===== src/rtl/alarm_display_ctrl.sv =====
// Frame-synchronous intrusion-alarm sequencer driving the VGA overlay video-on select.
// Sensor samples are qualified per frame. The DISARMED/ARMED/ALARM/LOCKOUT machine and all
// outputs change only on frame-start cycles, so the overlay never switches mid-frame.
module alarm_display_ctrl #(
    parameter int unsigned SAMPLE_W       = 12,
    parameter int unsigned TRIP_FRAMES    = 3,
    parameter int unsigned HOLD_FRAMES    = 300,
    parameter int unsigned LOCKOUT_FRAMES = 120,
    parameter int unsigned BLINK_FRAMES   = 30
) (
    input  logic                iCLK,
    input  logic                iRST_N,
    input  logic                iFrame_Start,
    input  logic                iSample_Valid,
    input  logic [SAMPLE_W-1:0] iSample,
    input  logic [SAMPLE_W-1:0] iThreshold,
    input  logic                iArm,
    input  logic                iAck,
    output logic                oVideo_On,
    output logic                oBlink,
    output logic [1:0]          oState,
    output logic [7:0]          oAlarm_Cnt
);

    localparam int unsigned TripW  = $clog2(TRIP_FRAMES + 1);
    localparam int unsigned HoldW  = $clog2(HOLD_FRAMES + 1);
    localparam int unsigned LockW  = $clog2(LOCKOUT_FRAMES + 1);
    localparam int unsigned BlinkW = $clog2(BLINK_FRAMES + 1);

    typedef enum logic [1:0] {
        StDisarmed = 2'd0,
        StArmed    = 2'd1,
        StAlarm    = 2'd2,
        StLockout  = 2'd3
    } state_e;

    state_e             state_q, state_d;
    logic               above_q, above_d;
    logic               ack_q, ack_d;
    logic [TripW-1:0]   trip_q, trip_d;
    logic [HoldW-1:0]   hold_q, hold_d;
    logic [LockW-1:0]   lock_q, lock_d;
    logic [BlinkW-1:0]  blink_cnt_q, blink_cnt_d;
    logic               blink_q, blink_d;
    logic               video_q, video_d;
    logic [7:0]         alarm_cnt_q, alarm_cnt_d;
    logic               sample_above;

    assign sample_above = iSample_Valid && (iSample >= iThreshold);

    // Next-state: sticky flags, frame-start transitions and counter updates.
    always_comb begin
        state_d     = state_q;
        above_d     = above_q;
        ack_d       = ack_q;
        trip_d      = trip_q;
        hold_d      = hold_q;
        lock_d      = lock_q;
        blink_cnt_d = blink_cnt_q;
        blink_d     = blink_q;
        alarm_cnt_d = alarm_cnt_q;

        if (iFrame_Start) begin
            // Sticky flags describe the frame just ended; clear them for the new one.
            above_d = 1'b0;
            ack_d   = 1'b0;

            if (!iArm) begin
                state_d = StDisarmed;
            end else begin
                unique case (state_q)
                    StDisarmed: state_d = StArmed;
                    StArmed: begin
                        if (above_q && (32'(trip_q) + 32'd1 >= TRIP_FRAMES)) begin
                            state_d     = StAlarm;
                            hold_d      = HoldW'(HOLD_FRAMES);
                            blink_cnt_d = '0;
                            blink_d     = 1'b1;
                            if (alarm_cnt_q != 8'hFF) begin
                                alarm_cnt_d = alarm_cnt_q + 8'd1;
                            end
                        end
                    end
                    StAlarm: begin
                        if (ack_q) begin
                            state_d = StLockout;
                            lock_d  = LockW'(LOCKOUT_FRAMES);
                        end else if (above_q) begin
                            hold_d = HoldW'(HOLD_FRAMES);
                        end else if (hold_q <= HoldW'(1)) begin
                            hold_d  = '0;
                            state_d = StLockout;
                            lock_d  = LockW'(LOCKOUT_FRAMES);
                        end else begin
                            hold_d = hold_q - HoldW'(1);
                        end
                    end
                    StLockout: begin
                        if (lock_q <= LockW'(1)) begin
                            lock_d  = '0;
                            state_d = StArmed;
                        end else begin
                            lock_d = lock_q - LockW'(1);
                        end
                    end
                    default: state_d = StDisarmed;
                endcase
            end

            // Blink phase advances only on frames that stay in ALARM.
            if (state_q == StAlarm && state_d == StAlarm) begin
                if (32'(blink_cnt_q) + 32'd1 >= BLINK_FRAMES) begin
                    blink_cnt_d = '0;
                    blink_d     = ~blink_q;
                end else begin
                    blink_cnt_d = blink_cnt_q + BlinkW'(1);
                end
            end
            if (state_d != StAlarm) begin
                blink_d     = 1'b0;
                blink_cnt_d = '0;
            end

            // Consecutive-frame qualification only runs while remaining ARMED.
            if (state_q == StArmed && state_d == StArmed) begin
                if (!above_q) begin
                    trip_d = '0;
                end else if (32'(trip_q) < TRIP_FRAMES) begin
                    trip_d = trip_q + TripW'(1);
                end
            end else begin
                trip_d = '0;
            end
        end

        // Events in the frame-start cycle belong to the new frame.
        if (sample_above) begin
            above_d = 1'b1;
        end
        if (iAck && state_q == StAlarm) begin
            ack_d = 1'b1;
        end
    end

    // Registered video select follows the state being entered.
    always_comb begin
        video_d = (state_d == StAlarm);
    end

    // State and counter registers with synchronous active-low reset.
    always_ff @(posedge iCLK) begin
        if (!iRST_N) begin
            state_q     <= StDisarmed;
            above_q     <= 1'b0;
            ack_q       <= 1'b0;
            trip_q      <= '0;
            hold_q      <= '0;
            lock_q      <= '0;
            blink_cnt_q <= '0;
            blink_q     <= 1'b0;
            video_q     <= 1'b0;
            alarm_cnt_q <= '0;
        end else begin
            state_q     <= state_d;
            above_q     <= above_d;
            ack_q       <= ack_d;
            trip_q      <= trip_d;
            hold_q      <= hold_d;
            lock_q      <= lock_d;
            blink_cnt_q <= blink_cnt_d;
            blink_q     <= blink_d;
            video_q     <= video_d;
            alarm_cnt_q <= alarm_cnt_d;
        end
    end

    assign oVideo_On  = video_q;
    assign oBlink     = blink_q;
    assign oState     = state_q;
    assign oAlarm_Cnt = alarm_cnt_q;

endmodule

===== config.mk =====
export PLATFORM = sky130hd
export DESIGN_NAME = alarm_display_ctrl
export DESIGN_NICKNAME = d
export VERILOG_FILES = /design/src/rtl/alarm_display_ctrl.sv
export SDC_FILE = /design/constraint.sdc
export NUM_CORES = 1
export LEC_CHECK = 0
export CORE_AREA = 2 2 69 71
export DETAILED_ROUTE_END_ITERATION = 12
export DIE_AREA = 0 0 71 73
export GPL_ROUTABILITY_DRIVEN = 0
export PLACE_DENSITY_LB_ADDON = 0.3
export SYNTH_ARGS = -nofsm -noshare
export SYNTH_HDL_FRONTEND = slang
export SYNTH_SLANG_ARGS = --single-unit

===== constraint.sdc =====
create_clock -name iCLK -period 4.8 [get_ports iCLK]
set_input_delay 0.96 -clock iCLK [delete_from_list [all_inputs] [get_ports iCLK]]
set_output_delay 0.96 -clock iCLK [all_outputs]
set_load 0.01 [all_outputs]

### Yosys cells after proc, flatten, opt, wreduce, memory -nomap -nowiden

Index checks and enable logic that the tools add are counted.

* reductions and logical operators: 18
* add/subtract/negate cells: 7
* $mul: 0
* shift operators: 0
* divide/modulo/power cells: 0
* magnitude comparators: 6
* multiplexer cells: 37
* equality and inequality tests: 13
* bitwise operators: 1

Operator list (number)
* 2-to-1 mux 9 bit: 4
* 2-to-1 mux 5 bit: 6
* 2-to-1 mux 7 bit: 4
* 2-to-1 mux 2 bit: 11
* one-hot mux 9 bit (2 select lines): 1
* AND reduction 5 bit: 3
* one-hot mux 7 bit (2 select lines): 1
* >= comparator 12 bit: 1
* less-or-equal comparator 9 x 1 -> 1 bit, second input constant: 1
* 2-to-1 mux 1 bit: 9
* nonzero test 3 bit: 3
* subtractor 9 x 1 -> 9 bit, second input constant: 1
* adder 8 x 1 -> 8 bit, second input constant: 1
* == test 2 bit, second input constant: 4
* inequality test 8 bit, second input constant: 1
* one-hot mux 2 bit (4 select lines): 1
* nonzero test 2 bit: 4
* less-or-equal comparator 7 x 1 -> 1 bit, second input constant: 1
* subtractor 7 x 1 -> 7 bit, second input constant: 1
* adder 5 x 1 -> 6 bit, second input constant: 1
* >= comparator 6 x 5 -> 1 bit, second input constant: 1
* inequality test 2 bit, second input constant: 3
* inequality test 3 bit, second input constant: 2
* adder 5 x 1 -> 5 bit, second input constant: 1
* 11 further kinds: 16

* logic and storage cells: 92
* latch bits: 0
* bits in read-only memories: 0
* memories kept: 0
* input bits: 30
* register bits: 37
* output and inout bits: 12
* RAM bits: 0

### Longest topological paths before layout

* word-level depth: 11
* gate-level depth with buffers: 8
* mapped depth without buffers: 7

### Worst setup path after synthesis

OpenSTA, ideal clock, no wires.

* path kind: input to register
* start point: in iArm
* end point: reg alarm_cnt_q[5], in the netlist oAlarm_Cnt[5]
* data required time: 4.672 ns
* path buffers: 1
* stages: 6
* arrival: 2.024 ns
* slack: 2.649 ns
* library setup time: 0.128 ns
* cells stage by stage: nand2_2 or3_1 buf_2 nor4_1 xnor2_1 nor2_1

* word-level cells in the longest chain between the ends: 1

RTL lines
* start: declaration: RTL line 17 `input logic iArm,`
* AND reduction 5 bit (no source line)
* end signal: assignment: RTL line 173 `alarm_cnt_q <= alarm_cnt_d;`
* end: declaration: RTL line 46 `logic [7:0] alarm_cnt_q, alarm_cnt_d;`

Every way passes these cells.
A chain may end at the register's enable or synchronous reset.

==> reports/qor.csv <==
metric;value;unit
status;complete, no violations;
die_h;73;um
startpoint;iRST_N;
crit_chain;clkdlybuf4s50_1 > clkinv_1 > nor2_1 > o2111ai_1 > o21ai_0;
ys_seq_area_share;30.75;%
yosys_warnings;0;
worstMarginPinSlew;0.7976;ns
syn_inst;301;
clock_sinks;37;
pre_cts_slack;1.468;ns
fp.dieW;71;um
crit_path_start_kind;input pin;
fin_util;65.71;%
antenna_found_initial;0;
rsz0062_at_grt;false;
post-cts-setup-buffers;0;
synth-edff-count;0;
crit_arrival;3.31;ns
cts_max_level;2;
synth_flop_cell;dfxtp_1;
synth.avg_cell_area;8.002;um2
cts_hold_buf;0;
viasPerCell;5.805;
layout-drive-gt1-share;5.294;%
clk_path_buf_depth;2;
routed_wl;5108;um
grt_usage;20.48;%
grt_pass1_wl;8576;um
drc_errors;0;
yosysTopAreaCell;dfxtp_1;
ctsResizeCount;0;
r2r-start;hold_q[6]$_SDFFE_PN0P_;
min_from;lock_q[5]$_SDFFE_PN0P_;
finalInstanceArea;2980;um2
synthArstFlopShare;0;%
synthTopCellsByArea;dfxtp_1 (31%), ha_1 (11%), nor2_1 (4.5%);
holdWs;0.4932;ns
yosysUniqueCellTypes;55;
syn_to_final_growth;23.74;%
yosys-top-cells-count;dfxtp_1 (37), nor2_1 (29), inv_1 (22), ha_1 (21), nand2_1 (20);
clk_latency;0.30;ns
hold_viol_final;0;
max_cap_viol_count;0;
final-setup-viol-count;0;
slew_headroom;46.27;%
portBuffers;41;
syn_nets;352;
finalCritPeriodShare;64.16;%
skew;0.006588;ns
max_stage_delay;0.88;ns
critPathCaptureType;flip-flop;
grt_pass1_vias;2056;
clk_pin_slew;0.08;ns
grt_max_degree;27;
vias;2287;
final_net_count;390;
cts_tree;built;
cts-root-buf;clkbuf_8;
synth_area;2409;um2
synth_most_common_cell;dfxtp_1;
antenna_left;0;
critical_path.top_delay_family;buffers and inverters;
slowest_stage;clkdlybuf4s50_1;
grt-ovfl-total;0;
synth_top_area_share;30.75;%
cts_buffers;5;
rows;25;
start_util;53.10;%
hpwl;3823;um
fp.coreArea;4536;um2
drt_iter0_drc;85;
cp_max_fo;26;
io_pins;42;
antenna_cells;0;
fmax;324.7;MHz
power-per-cell-area;236.9;nW/um2
wl_per_cell;12.96;um
hold_class;reg2reg;
cp.required;5.03;ns
fin_ws;1.720;ns
tns;0;ns
p_leak;1.187;nW
ys_ff_latch;37;
vdd_ir_drop_max;136.3;uV
critPathKind;in2reg;
drv_slew;0;
dpl_cell_area;2843;um2
drt_pre_antenna_iters;4;
cp_num_buf_inv;2;
period_minus_slack;3.080;ns
dieArea;5183;um2
[power by group]
part	leakage, nW	internal, mW	switching [mW]	total (mW)
clock network	0.0687	0.209	0.125	0.335
registers	0.298	0.308	0.00271	0.310
logic	0.820	0.0356	0.0253	0.0609
total	1.19	0.553	0.154	0.706
[through the flow]
stage                     cells  total power [mW]
after detailed placement    386            0.3790
final                       394            0.7061
after global routing        394            0.7302
after floorplan             301            0.3460
after global placement      386            0.3774
after CTS                   394            0.7102
[final timing paths]
kind / endpoint / slack (ns) / depth (start not counted)
setup / recovery: above_q$_SDFFE_PN0P_ / 1.72 / 5
hold / removal: lock_q[5]$_SDFFE_PN0P_ / 0.49 / 2
setup reg to reg: lock_q[0]$_SDFFE_PN0P_ / 2.62 / 5
hold reg to reg: lock_q[5]$_SDFFE_PN0P_ / 0.49 / 2
[cells in the final DEF, fill, tap and decap left out, types with 2 or more instances in the layout]
cell type	netlist	routed
nor2_1	29	29
o31ai_1	2	2
clkbuf_8	0	5
a21oi_1	19	19
nand4_1	4	4
nand2b_1	10	10
nand2_1	20	20
nor3_1	10	10
and2_1	4	4
o2111ai_1	2	2
o211a_1	2	2
nor4_1	4	4
nor3_2	2	2
and3_1	3	3
clkdlybuf4s50_1	0	41
nor2b_1	6	6
bufinv_16	0	2
nor4b_1	2	2
inv_1	22	22
dfxtp_1	37	37
a211o_1	4	4
o32ai_1	2	2
o211ai_1	4	4
o21bai_1	3	3
o21a_1	4	4
a31oi_1	9	9
or3_1	6	6
nand3_1	12	12
o21ai_0	13	13
ha_1	21	21
xnor2_1	6	6
nand3b_1	2	2
o22ai_1	3	3
nor3b_1	2	2
a211oi_1	2	2
[layout make-up]
cell class | count | area, um2
fillers | 388 | 1555
flip-flops and latches | 37 | 740.7
repair buffers | 41 | 410.4
multi-input cells | 231 | 1538
clock buffers | 5 | 68.82
well taps | 54 | 67.56
clock inverters | 3 | 68.82
inverters | 23 | 86.33
[worst register-to-register path, stage by stage (launching register included)]
cell and delay, ns:
dfxtp_1 0.36, nor4_2 0.42, a41o_1 0.24, nand3_1 0.38
or3_1 0.51, a21oi_1 0.18
[flip-flops by register name (all words and copies together) (netlist names)]
register,count
hold_q,9
oAlarm_Cnt,8
lock_q,7
blink_cnt_q,5
oState,2
trip_q,2
above_q,1
ack_q,1
oBlink,1
oVideo_On,1
[per-layer routing]
metal	routed length (um)	GRT usage, %	vias up
met3	230	5.249	13
met4	95	8.386	0
li1	-	-	1169
met2	2480	36.76	67
met5	0	0	-
met1	2300	23.12	1038
[kinds of logic after synthesis]
family / synth area share (%)
AO/OA/AOI/OAI: 21.66
XOR/XNOR: 2.546
adder cells (fa/ha/maj): 10.91
buffers and inverters: 5.403
flip-flops: 30.75
multiplexers: 0.4675
AND/OR/NAND/NOR: 28.26
Power figures use the tool's default switching activity.
